### config.mk
export PLATFORM = sky130hd
export DESIGN_NAME = booth_mult_seq
export DESIGN_NICKNAME = d
export VERILOG_FILES = /design/src/rtl/booth_mult_seq.sv
export SDC_FILE = /design/constraint.sdc
export NUM_CORES = 1
export LEC_CHECK = 0
export ABC_AREA = 1
export BUFFER_PORTS_ARGS = -buffer_cell sky130_fd_sc_hd__buf_4
export CELL_PAD_IN_SITES_DETAIL_PLACEMENT = 1
export CELL_PAD_IN_SITES_GLOBAL_PLACEMENT = 2
export CORE_ASPECT_RATIO = 0.75
export CORE_MARGIN = 5
export CORE_UTILIZATION = 32
export CTS_CLUSTER_DIAMETER = 120
export DETAILED_ROUTE_END_ITERATION = 8
export PLACE_DENSITY_LB_ADDON = 0.1
export SLEW_MARGIN = 40
export SYNTH_ARGS = -nofsm -noshare
export SYNTH_HDL_FRONTEND = slang
export SYNTH_SLANG_ARGS = --single-unit
### constraint.sdc
create_clock -name clk -period 2.81 [get_ports clk]
set_input_delay 0 -clock clk [delete_from_list [all_inputs] [get_ports clk]]
set_output_delay 0 -clock clk [all_outputs]
set_load 0.005 [all_outputs]
### src/rtl/booth_mult_seq.sv
// booth_mult_seq: sequential radix-2 Booth multiplier with built-in controller.
// Signed WIDTH x WIDTH -> signed 2*WIDTH product, one Booth step per clock,
// start/done handshake.
//
// Optional build macro: BOOTH_ACC_EN
//   Adds the acc_en input. It is captured with start. When the captured value
//   is 1, the final step adds the new result to the held product, wrapping
//   modulo 2^(2*WIDTH), instead of overwriting it.
//
// state | meaning
// ------+------------------------------------------------------------------
// IDLE  | waiting for start; operands are captured on the accepting edge
// CALC  | one Booth step per clock; cnt counts down, and cnt==1 is the last step
// DONE  | done pulse, product valid; start here restarts with no idle gap

module booth_mult_seq #(
    parameter int WIDTH = 8
) (
    input  logic                 clk,
    input  logic                 rst_n,
    input  logic                 start,
    input  logic [WIDTH-1:0]     multiplicand,
    input  logic [WIDTH-1:0]     multiplier,
`ifdef BOOTH_ACC_EN
    input  logic                 acc_en,
`endif
    output logic                 busy,
    output logic                 done,
    output logic [2*WIDTH-1:0]   product
);

    localparam int CNT_W = $clog2(WIDTH + 1);

    localparam logic [1:0] IDLE = 2'd0;
    localparam logic [1:0] CALC = 2'd1;
    localparam logic [1:0] DONE = 2'd2;

    logic [1:0]         state;
    // A and M carry one guard bit so that A - M cannot overflow when M is
    // the most negative operand.
    logic [WIDTH:0]     a_reg;
    logic [WIDTH-1:0]   q_reg;
    logic [WIDTH:0]     m_reg;
    logic               q_m1;
    logic [CNT_W-1:0]   cnt;
`ifdef BOOTH_ACC_EN
    logic               acc_q;
`endif

    logic [WIDTH:0]       a_step;
    logic [2*WIDTH+1:0]   shift_vec;
    logic [WIDTH:0]       a_sh;
    logic [WIDTH-1:0]     q_sh;
    logic                 qm1_sh;
    logic [2*WIDTH-1:0]   booth_res;
    logic [2*WIDTH-1:0]   product_nxt;
    logic                 last_step;
    logic                 accept;

    // Add or subtract M, chosen by the Booth pair {Q[0], q_m1}
    always_comb begin
        a_step = a_reg;
        case ({q_reg[0], q_m1})
            2'b10:   a_step = a_reg - m_reg;
            2'b01:   a_step = a_reg + m_reg;
            default: a_step = a_reg;
        endcase
    end

    // Arithmetic right shift of {A', Q, q_m1}: the sign of A' is replicated
    assign shift_vec = {a_step[WIDTH], a_step, q_reg};
    assign a_sh      = shift_vec[2*WIDTH+1:WIDTH+1];
    assign q_sh      = shift_vec[WIDTH:1];
    assign qm1_sh    = shift_vec[0];
    assign booth_res = {a_sh[WIDTH-1:0], q_sh};

`ifdef BOOTH_ACC_EN
    assign product_nxt = acc_q ? (product + booth_res) : booth_res;
`else
    assign product_nxt = booth_res;
`endif

    assign last_step = (cnt == CNT_W'(1));

    // DONE also accepts start, so a held start restarts back-to-back
    assign accept = start && ((state == IDLE) || (state == DONE));

    assign busy = (state == CALC) || (state == DONE);
    assign done = (state == DONE);

    // Controller and datapath registers, with synchronous active-low reset
    always_ff @(posedge clk) begin
        if (!rst_n) begin
            state   <= IDLE;
            a_reg   <= '0;
            q_reg   <= '0;
            m_reg   <= '0;
            q_m1    <= 1'b0;
            cnt     <= '0;
            product <= '0;
`ifdef BOOTH_ACC_EN
            acc_q   <= 1'b0;
`endif
        end else if (accept) begin
            m_reg <= {multiplicand[WIDTH-1], multiplicand};
            q_reg <= multiplier;
            a_reg <= '0;
            q_m1  <= 1'b0;
            cnt   <= CNT_W'(WIDTH);
`ifdef BOOTH_ACC_EN
            acc_q <= acc_en;
`endif
            state <= CALC;
        end else begin
            case (state)
                CALC: begin
                    a_reg <= a_sh;
                    q_reg <= q_sh;
                    q_m1  <= qm1_sh;
                    cnt   <= cnt - CNT_W'(1);
                    if (last_step) begin
                        product <= product_nxt;
                        state   <= DONE;
                    end
                end
                DONE:    state <= IDLE;
                default: state <= IDLE;
            endcase
        end
    end

endmodule
* Yosys cells after proc, flatten, opt, wreduce, memory -nomap -nowiden *
Cells that the tools add are included.

cells by class
  add/subtract/negate cells = 3
  eq/ne operators = 6
  muxes and demuxes = 8
  bitwise operators = 3
  reductions and logical operators = 8

operator list
  cell                                               count
  one-hot mux 9 bit (2 select lines)                 1
  2-to-1 mux 8 bit                                   2
  adder 8 x 8 -> 9 bit                               1
  subtractor 8 x 8 -> 9 bit                          1
  2-to-1 mux 4 bit                                   2
  == test 2 x 1 -> 1 bit (second input constant)     2
  == test 2 bit (second input constant)              2
  == test 4 x 1 -> 1 bit (second input constant)     1
  subtractor 4 x 1 -> 4 bit (second input constant)  1
  2-to-1 mux 1 bit                                   3
  != test 3 bit (second input constant)              1
  inverter 1 bit                                     3
  AND reduction 3 bit                                1
  OR reduction 3 bit                                 1
  zero test 2 bit                                    1
  logical OR 1 bit                                   2
  nonzero test 2 bit                                 1
  OR reduction 2 bit                                 1
  logical AND 1 bit                                  1

word-level totals
  flip-flop bits (word level) = 47
  bits of input ports = 19
  output and inout bits = 18
  logic and storage cells = 37

* Longest topological paths before layout *
Gate-level depths: netlist of the first run.

  depth after elaboration = 5
  gate-level depth with buffers = 19

* Worst setup path before layout of the first run *
Ideal clock, no wire load.

  path kind = flip-flop to flip-flop
  start = register q_reg[0]
  end = register a_reg[7] (netlist name)
  setup time = 109 ps
  arrival time = 2082 ps
  required time = 2701 ps
  path slack = 619 ps
  stages on the path, launching flop included = 17
  clock period less this slack = 2191 ps
  cell sequence = dfxtp_1 > inv_1 > ha_1 > clkbuf_1 > o21ai_0 > inv_1 > fa_1 > inv_1 > nand3_1 > nand2_1 > nand2_1 > nand4_1 > nand3_1 > nand2_1 > nand3_1 > nand2_1 > inv_1

between the ends
  cells in the longest elaborated chain, start to end = 2

RTL lines
  item                                                     RTL line  RTL
  start, declared                                          42        logic [WIDTH-1:0] q_reg;
  start signal, assigned                                   106       q_reg <= multiplier;
  start signal, assigned                                   118       q_reg <= q_sh;
  == test 2 x 1 -> 1 bit or == test 2 bit (tied branches)  63        case ({q_reg[0], q_m1})
  one-hot mux 9 bit (2 select lines) (*)                   63

Mark *: on every way between the ends. The rest lies on a longest branch, timed or not.
A chain may end at the register's enable or synchronous reset.

* Worst setup path in the final report of the first run *
  start = register q_reg[0]
  end = register product[13]

between the ends
  cells in the longest elaborated chain, start to end = 2

RTL lines
  item                                                     RTL line  RTL
  == test 2 x 1 -> 1 bit or == test 2 bit (tied branches)  63
  one-hot mux 9 bit (2 select lines) (*)                   63
  end signal, assigned                                     122       product <= product_nxt;
  end, declared                                            29        output logic [2*WIDTH-1:0] product

Marked as above.

==> results of run 1 <==
==> metal layers <==
layer | track usage (%) | up-vias | part of all wire [%]
li1 | - | 1256 | -
met1 | 23.51 | 1152 | 54
met2 | 23.76 | 31 | 41
met3 | 3.177 | 9 | 3.9
met4 | 3.384 | 0 | 0.87
met5 | 0 | - | 0
==> cells by family (layout without fill, tap and decap cells) <==
| family | after synthesis | in the layout | share of synthesized area (%) |
|---|---|---|---|
| XOR/XNOR | 5 | 5 | 1.705 |
| flip-flops | 47 | 47 | 36.63 |
| AND/OR/NAND/NOR | 152 | 152 | 24.99 |
| AO/OA/AOI/OAI | 75 | 75 | 17.15 |
| adder cells (fa/ha/maj) | 18 | 18 | 9.060 |
| buffers and inverters | 66 | 113 | 10.47 |
==> area by class of cell <==
class	instances	area [um2]
Clock buffer	6	72.57
Clock inverter	2	60.06
Fill cell	1022	4646
Inverter	50	187.7
Multi-Input combinational cell	250	1359
Sequential cell	47	940.9
Tap cell	105	131.4
Timing Repair Buffer	55	450.4
==> Yosys cell counts (2+ instances only) <==
cell,number
nand4_1,4
dfxtp_1,47
clkbuf_1,3
nor2_1,31
inv_2,5
o21bai_1,3
o22ai_1,3
o21ai_0,20
buf_1,2
a31oi_1,6
ha_1,17
a21oi_1,29
nand3_1,24
o21ai_1,2
nand2_1,85
o21a_1,5
xor2_1,4
buf_2,7
a21oi_2,2
buf_4,3
inv_1,45
==> power by group <==
| group | switching, mW | internal (mW) |
|---|---|---|
| Combinational | 0.225 | 0.147 |
| Clock | 0.251 | 0.356 |
| Sequential | 0.0262 | 0.696 |
==> repair_timing <==
action / CTS / global route
hold buffers: 15 / 0
resized for setup: 0 / 1
endpoints found under the setup margin: 0 / 2
hold endpoints to repair: 15 / 0
==> worst paths after layout <==
| check | start | endpoint | slack, ps | depth (start not counted) |
|---|---|---|---|---|
| min reg2reg | product[7]$_SDFFE_PN0P_ | product[7]$_SDFFE_PN0P_ | 470 | 2 |
| max reg2reg | q_reg[0]$_SDFFE_PN0P_ | product[13]$_SDFFE_PN0P_ | 320 | 14 |
| min | multiplier[0] | q_reg[0]$_SDFFE_PN0P_ | 20 | 3 |
| max | q_reg[0]$_SDFFE_PN0P_ | product[13]$_SDFFE_PN0P_ | 320 | 14 |
==> worst register-to-register path, cell delays in order (launching register included) <==
cell,delay (ps)
dfxtp_1,370
inv_1,50
ha_1,300
nor2_1,170
xor2_1,250
ha_1,350
a21oi_1,150
nand2_1,120
nand2_1,90
nand2_1,70
nand2_1,70
nand2_1,70
o22ai_1,220
o21bai_1,90
inv_1,50
==> flow_summary.ini, run 1 <==
[global_routing]
grt_usage_pct = 15.83
grt_pass1_vias = 2468
antenna_found_initial = 0
grt_first_pass_wirelength_mm = 12.43
grt_max_degree = 24
grt_overflow = 0

[die]
start_util_pct = 32.73
rows = 28
die_h_um = 87.59
fp.coreArea_um2 = 7848
dieWidth_um = 113.5
die_area_um2 = 9938
io_pins = 37

[clocking]
cts_setup_buffers = 0
clock-sinks = 47
root_buffer = clkbuf_8
cts.reportedPaths.clkPinSlew_ps = 100
cts_max_path_buffers = 2
cts_tree = built
worstSkewPairLatency_ps = 310
htree_levels = 2
cts_buffers = 5

[layout]
fin_nets = 446
stdcell_count = 515
antenna_cells = 0
top_register = product
postLayoutCellArea_um2 = 3202
fin_util_pct = 40.80
layout_commonest_cell = nand2_1
drive_gt1_share_pct = 14.88
area_growth_pct = 24.65
layout_common_cells = 85 x nand2_1, 47 x dfxtp_1, 45 x inv_1, 40 x buf_4, 31 x nor2_1
largest_reg_flops = 16

[detailed_routing]
drc = 0
routed_via_density = 4.753
dr.pass1.iters = 4
postRouteAntennaNets = 0
vias = 2448
drtIter0Drc = 59
wl_per_cell_um = 14.44
totalWireLength_mm = 7.437

[timing]
finalClockSkew_ps = 10.95
grt_setup_unrepaired = no
hold_viol_final = 0
setup_slack_ps = 318.6
whs_ps = 22.40
finalCriticalPeriod_ps = 2491
tightest_slew_ps = 397.3
tns_ps = 0
post-route-period-util_pct = 88.66
max_freq_mhz = 401.4
slew_headroom_pct = 73.24
final-setup-viol-count = 0
final-max-slew-violation-count = 0

[synthesis]
syn-cell-area_um2 = 2569
synth_fp_nets = 400
syn_avg_cell_area_um2 = 7.076
synthFlopType = dfxtp_1
synth_cell_type_count = 37
yosysTopAreaCellShare_pct = 36.63
synthCells = 363
synth_edf_count = 0
ys_async_sr_fraction_pct = 0
yosysSeqAreaShare_pct = 36.63
synth_top_area_cell = dfxtp_1
yosysWarnings = 0
ys_ff_latch = 47
synthTopCellsByArea = dfxtp_1 37%, nand2_1 12%, ha_1 8.3%

[run]
drv_cap = 0

[setup_path]
crit_chain = inv_1 -> ha_1 -> nor2_1 -> xor2_1 -> ha_1 -> a21oi_1 -> nand2_1 -> nand2_1 -> nand2_1 -> nand2_1 -> nand2_1 -> o22ai_1 -> o21bai_1 -> inv_1
cp_top_family = adder cells
path_buf_inv = 2
critPathMaxStageDelay_ps = 370
cp_common_cell = nand2_1
crit_fanout = 9
crit_type = reg2reg
end_kind = flop
crit_slowest_cell = dfxtp_1
cp-start-kind = flop
cp.required_ps = 3070
arrival_ps = 2750

[hold_path]
holdCritPathClass = in2reg

[power_and_ir_drop]
power.density_nw_per_um2 = 531.4
p_leak_nw = 1.466
ir_drop_mv = 0.2792
finalPower_mw = 1.702

[placement]
port_buffers = 36
place_congestion = 0.8764
dp_hpwl_mm = 5.639
dpl_cell_area_um2 = 2919
dp_slack_ps = 262.1
dp.cells = 492

[run_status]
status = finished, final reports clean
Power figures use the tool's default switching activity.
==> inputs of run 2 (changes only) <==
CORE_UTILIZATION = 33   (was 32)
CTS_BUF_LIST = sky130_fd_sc_hd__clkbuf_8   (was not set)
==> run 2 against run 1 <==
Net effect: clock power is 15% lower; global-route usage is 0.55 points higher; cell count is 1.2% lower; largest cell class unchanged.
==> flow_summary.ini, run 2 (same netlist as run 1, synthesis figures left out) <==
[placement]
dp.cells = 486
port_buffers = 36
place_congestion = 0.7893
dpl_cell_area_um2 = 2899
dp_hpwl_mm = 5.570
dp_slack_ps = 205.4

[timing]
post-route-period-util_pct = 90.09
slew_headroom_pct = 68.90
final-max-slew-violation-count = 0
tns_ps = 0
finalCriticalPeriod_ps = 2532
grt_setup_unrepaired = no
setup_slack_ps = 278.3
finalClockSkew_ps = 14.31
hold_viol_final = 0
tightest_slew_ps = 466.5
max_freq_mhz = 395.0
final-setup-viol-count = 0

[layout]
nFillCells = 947
area_growth_pct = 23.09
layout_commonest_cell = nand2_1
regArea_um2 = 940.9
largest_reg_flops = 16
layout_common_cells = 85 x nand2_1, 47 x dfxtp_1, 45 x inv_1, 38 x buf_4, 31 x nor2_1
fin_nets = 444
drive_gt1_share_pct = 14.71
fin_util_pct = 42.35
top_register = product
multi_input_area_um2 = 1359
antenna_cells = 0
postLayoutCellArea_um2 = 3162
stdcell_count = 509

[setup_path]
crit_slowest_cell = fa_1
crit_type = reg2reg
cp-start-kind = flop
end_kind = flop
critPathMaxStageDelay_ps = 400
path_buf_inv = 4
crit_fanout = 9
crit_chain = inv_1 -> ha_1 -> o21ai_1 -> inv_1 -> fa_1 -> inv_1 -> nand3_1 -> nand2_1 -> nand2_1 -> nand4_1 -> nand3_1 -> nand2_1 -> nand3_1 -> nand2_1 -> inv_1
cp_top_family = simple AND/OR/NAND/NOR gates
cp.required_ps = 3030
arrival_ps = 2750

[detailed_routing]
drc = 0
dr.pass1.iters = 4
wl_per_cell_um = 14.78
routed.top_layer = met4
met2_length_mm = 3.306
postRouteAntennaNets = 0
drtIter0Drc = 115
wl_met1_mm = 3.931
wl_met3_um = 230
routed_via_density = 4.747
totalWireLength_mm = 7.525
vias = 2416

[hold_path]
holdCritPathClass = in2reg

[clocking]
root_buffer = clkbuf_8
cts.reportedPaths.clkPinSlew_ps = 100
worstSkewPairLatency_ps = 310
cts_buffers = 5
clock-sinks = 47
cts_max_path_buffers = 2
htree_levels = 2
cts_tree = built

[power_and_ir_drop]
ir_drop_mv = 0.1929
power.density_nw_per_um2 = 507.1
p_leak_nw = 1.450

[global_routing]
grt_max_degree = 24
grt_first_pass_wirelength_mm = 12.82
antenna_found_initial = 0
grt_pass1_vias = 2533
grt_overflow = 0
grt_usage_pct = 16.38

[die]
die_area_um2 = 9667
fp.coreArea_um2 = 7466
die_h_um = 86.41
dieWidth_um = 111.9
io_pins = 37
start_util_pct = 34.41
rows = 27

[run]
drv_cap = 0

[run_status]
status = finished, final reports clean
-- run 2: cell types whose count changed in the layout (fill, tap and decap cells not counted), sizes merged --
cell | before | now
buf | 40 | 38
bufinv | 2 | 1
clkinv | 0 | 2
clkbuf | 6 | 5
-- run 2: worst paths after layout --
path	from	to	slack, ps	depth (start not counted)
worst max-delay path	q_reg[0]$_SDFFE_PN0P_	product[15]$_SDFFE_PN0P_	280	15
worst min-delay path	multiplier[0]	q_reg[0]$_SDFFE_PN0P_	6	3
worst max register to register	q_reg[0]$_SDFFE_PN0P_	product[15]$_SDFFE_PN0P_	280	15
worst min register to register	product[5]$_SDFFE_PN0P_	product[5]$_SDFFE_PN0P_	470	2
-- run 2: what timing repair did --
| action | in CTS | in global routing |
|---|---|---|
| setup buffers | 0 | 0 |
| hold buffers | 15 | 0 |
| setup endpoints to repair | 0 | 3 |
| endpoints found under the hold margin | 15 | 0 |
| gates resized for setup | 0 | 1 |
-- run 2: final cells by class --
class                   count  area share, %
flip-flops and latches     47          29.76
clock inverters             3          1.385
repair buffers             53          13.77
clock buffers               5          2.176
well taps                 101          3.997
multi-input cells         250          42.98
inverters                  50          5.936
-- run 2: stage by stage --
stage / hold WS [ps] / power [mW]
3_3_place_gp: 257.5 / 1.078
3_5_place_dp: 265.6 / 1.088
4_1_cts: 3.011 / 1.628
2_1_floorplan: 165.4 / 0.9855
6_report: 5.774 / 1.603
5_1_grt: 1.761 / 1.715
-- run 2: report_power, final --
group,total (mW),internal (mW),leakage (nW),switching (mW)
registers,0.722,0.696,0.384,0.0264
clock network,0.518,0.266,0.0581,0.252
logic,0.364,0.145,1.01,0.219
total,1.60,1.11,1.45,0.497
-- run 2: metal layers --
metal	vias up	global-route usage, %
met4	0	3.315
met1	1129	23.27
met5	-	0
li1	1252	-
met3	5	2.861
met2	30	26.22
-- run 2: worst reg2reg max path: stages (launching register included) --
cell	delay (ps)
dfxtp_1	380
inv_1	60
ha_1	320
o21ai_1	260
inv_1	90
fa_1	400
inv_1	110
nand3_1	80
nand2_1	150
nand2_1	110
nand4_1	130
nand3_1	90
nand2_1	90
nand3_1	70
nand2_1	80
inv_1	30
==> inputs of run 3 (changes only) <==
CORE_UTILIZATION = 30   (was 33)
clock period = 2.2 ns   (was 2.81 ns; I/O delays follow)
==> run 3 against run 2 <==
Net effect: the flow now finishes with violations (negative setup slack); highest routed layer unchanged; largest power group unchanged; sequential share of layout area down 3.8 points; cell area grew 16%; die area up 9.0%; global-route usage decreased by 0.28 points.
==> flow_summary.ini, run 3 (same netlist as run 1, synthesis figures left out) <==
[clocking]
root_buffer = clkbuf_8
cts_buffers = 5
worstSkewPairLatency_ps = 310
cts.reportedPaths.clkPinSlew_ps = 90
cts_tree = built
htree_levels = 2
clock-sinks = 47
cts_max_path_buffers = 2

[die]
start_util_pct = 30.51
io_pins = 37
dieWidth_um = 116.9
die_area_um2 = 10530
rows = 29
die_h_um = 90.14
fp.coreArea_um2 = 8418

[layout]
antenna_cells = 0
area_growth_pct = 42.43
top_register = product
layout_common_cells = 75 x nand2_1, 69 x buf_4, 43 x dfxtp_1, 37 x inv_1, 27 x nor2_1
drive_gt1_share_pct = 31.82
fin_nets = 476
stdcell_count = 548
postLayoutCellArea_um2 = 3659
layout_commonest_cell = nand2_1
nFillCells = 1051
largest_reg_flops = 16

[timing]
post-route-period-util_pct = 101.0
hold_viol_final = 0
slew_headroom_pct = 70.56
tightest_slew_ps = 441.1
setup_slack_ps = -21.57
tns_ps = -37.62
finalClockSkew_ps = 11.19
finalCriticalPeriod_ps = 2222
grt_setup_unrepaired = yes
whs_ps = 7.790
final-setup-viol-count = 3
max_freq_mhz = 450.1
final-max-slew-violation-count = 0

[detailed_routing]
vias = 2557
drtIter0Drc = 86
drc = 0
met2_length_mm = 3.626
routed.top_layer = met4
wl_met3_um = 250
totalWireLength_mm = 8.142
wl_per_cell_um = 14.86
dr.pass1.iters = 4
routed_via_density = 4.666
wl_met1_mm = 4.185
postRouteAntennaNets = 0

[hold_path]
holdCritPathClass = in2reg
hold_depth = 3
whs_endpoint = m_reg[1]$_SDFFE_PN0P_
hp-start = multiplicand[1]

[run_status]
violations = negative setup slack
status = finished, violations left

[setup_path]
crit_type = reg2reg
cp-start-kind = flop
cp.required_ps = 2410
worst_r2r_path_depth = 12
r2r_slack_ps = -20
end_kind = flop
timing.rr.start = m_reg[0]$_SDFFE_PN0P_
r2r-end = product[12]$_SDFFE_PN0P_
arrival_ps = 2430
crit_fanout = 5

[placement]
place_congestion = 0.7703
port_buffers = 36
dpl_cell_area_um2 = 3073
dp_hpwl_mm = 5.867
dp.cells = 515

[global_routing]
grt_first_pass_wirelength_mm = 13.36
grt_max_degree = 24
grt_overflow = 0
antenna_found_initial = 0
grt_pass1_vias = 2614
grt_usage_pct = 16.10

[power_and_ir_drop]
p_leak_nw = 1.647
swShare_pct = 29.83
finalPower_mw = 2.378
p_int_mw = 1.669
combinationalPowerShare_pct = 29.2
power_frac_seq_pct = 38.9
power.density_nw_per_um2 = 650.1
clkPwrFrac_pct = 31.9
net-switching-power_mw = 0.7094
ir_drop_mv = 0.3721

[run]
drv_cap = 0
==> run 3: worst max-delay path: stages, from the launching register on <==
cell     delay, ps
dfxtp_4        390
inv_4           40
ha_4           150
a21oi_1        170
xor2_1         260
ha_1           340
a21oi_2        190
nand2_1         90
or2_1          220
nand3_2         80
nand3_1         90
nand2_1         80
inv_1           30
==> run 3: metal layers <==
metal / global-route usage, % / vias to the layer above
li1: - / 1314
met1: 23.18 / 1206
met2: 24.67 / 29
met4: 3.725 / 0
met3: 3.087 / 8
met5: 0 / -
==> run 3: how the worst max path moves through the flow <==
stage                     slack (ps)                       end                  start
after floorplan                    9     a_reg[7]$_SDFFE_PP0P_  q_reg[0]$_SDFFE_PN0P_
after global placement          -140  product[15]$_SDFFE_PN0P_  m_reg[0]$_SDFFE_PN0P_
after detailed placement        -230  product[15]$_SDFFE_PN0P_  m_reg[0]$_SDFFE_PN0P_
after CTS                        -70  product[15]$_SDFFE_PN0P_  m_reg[1]$_SDFFE_PN0P_
after global routing            -180  product[15]$_SDFFE_PN0P_  m_reg[0]$_SDFFE_PN0P_
final                            -20  product[12]$_SDFFE_PN0P_  m_reg[0]$_SDFFE_PN0P_
==> run 3: layout make-up <==
class / instances / area, um2 / share of cell area, %
clock inverters: 3 / 63.81 / 1.744
inverters: 50 / 195.2 / 5.335
flip-flops and latches: 47 / 950.9 / 25.99
repair buffers: 85 / 680.7 / 18.60
well taps: 108 / 135.1 / 3.694
multi-input cells: 250 / 1564 / 42.75
clock buffers: 5 / 68.82 / 1.881
==> run 3: metrics by stage <==
step	utilization, %	setup slack, ps
2_1_floorplan	-	9.465
3_3_place_gp	36.50	-136.7
3_5_place_dp	36.50	-225.8
4_1_cts	41.25	-69.39
5_1_grt	43.46	-182.6
6_report	43.46	-21.57
==> run 3: power groups by stage <==
stage          sequential (mW)  combinational [mW]  clock, mW
2_1_floorplan            0.931               0.328          0
3_3_place_gp             0.938               0.527          0
3_5_place_dp             0.939               0.537          0
4_1_cts                  0.925               0.605      0.792
5_1_grt                  0.932               0.777      0.828
6_report                 0.926               0.694      0.758
==> run 3: what timing repair did <==
action                                 CTS  global route
setup buffers                            3             9
endpoints found under the hold margin   14             0
resized for setup                       31            37
setup endpoints to repair               13            14
hold buffers                            14             0
pin swaps                               13            24
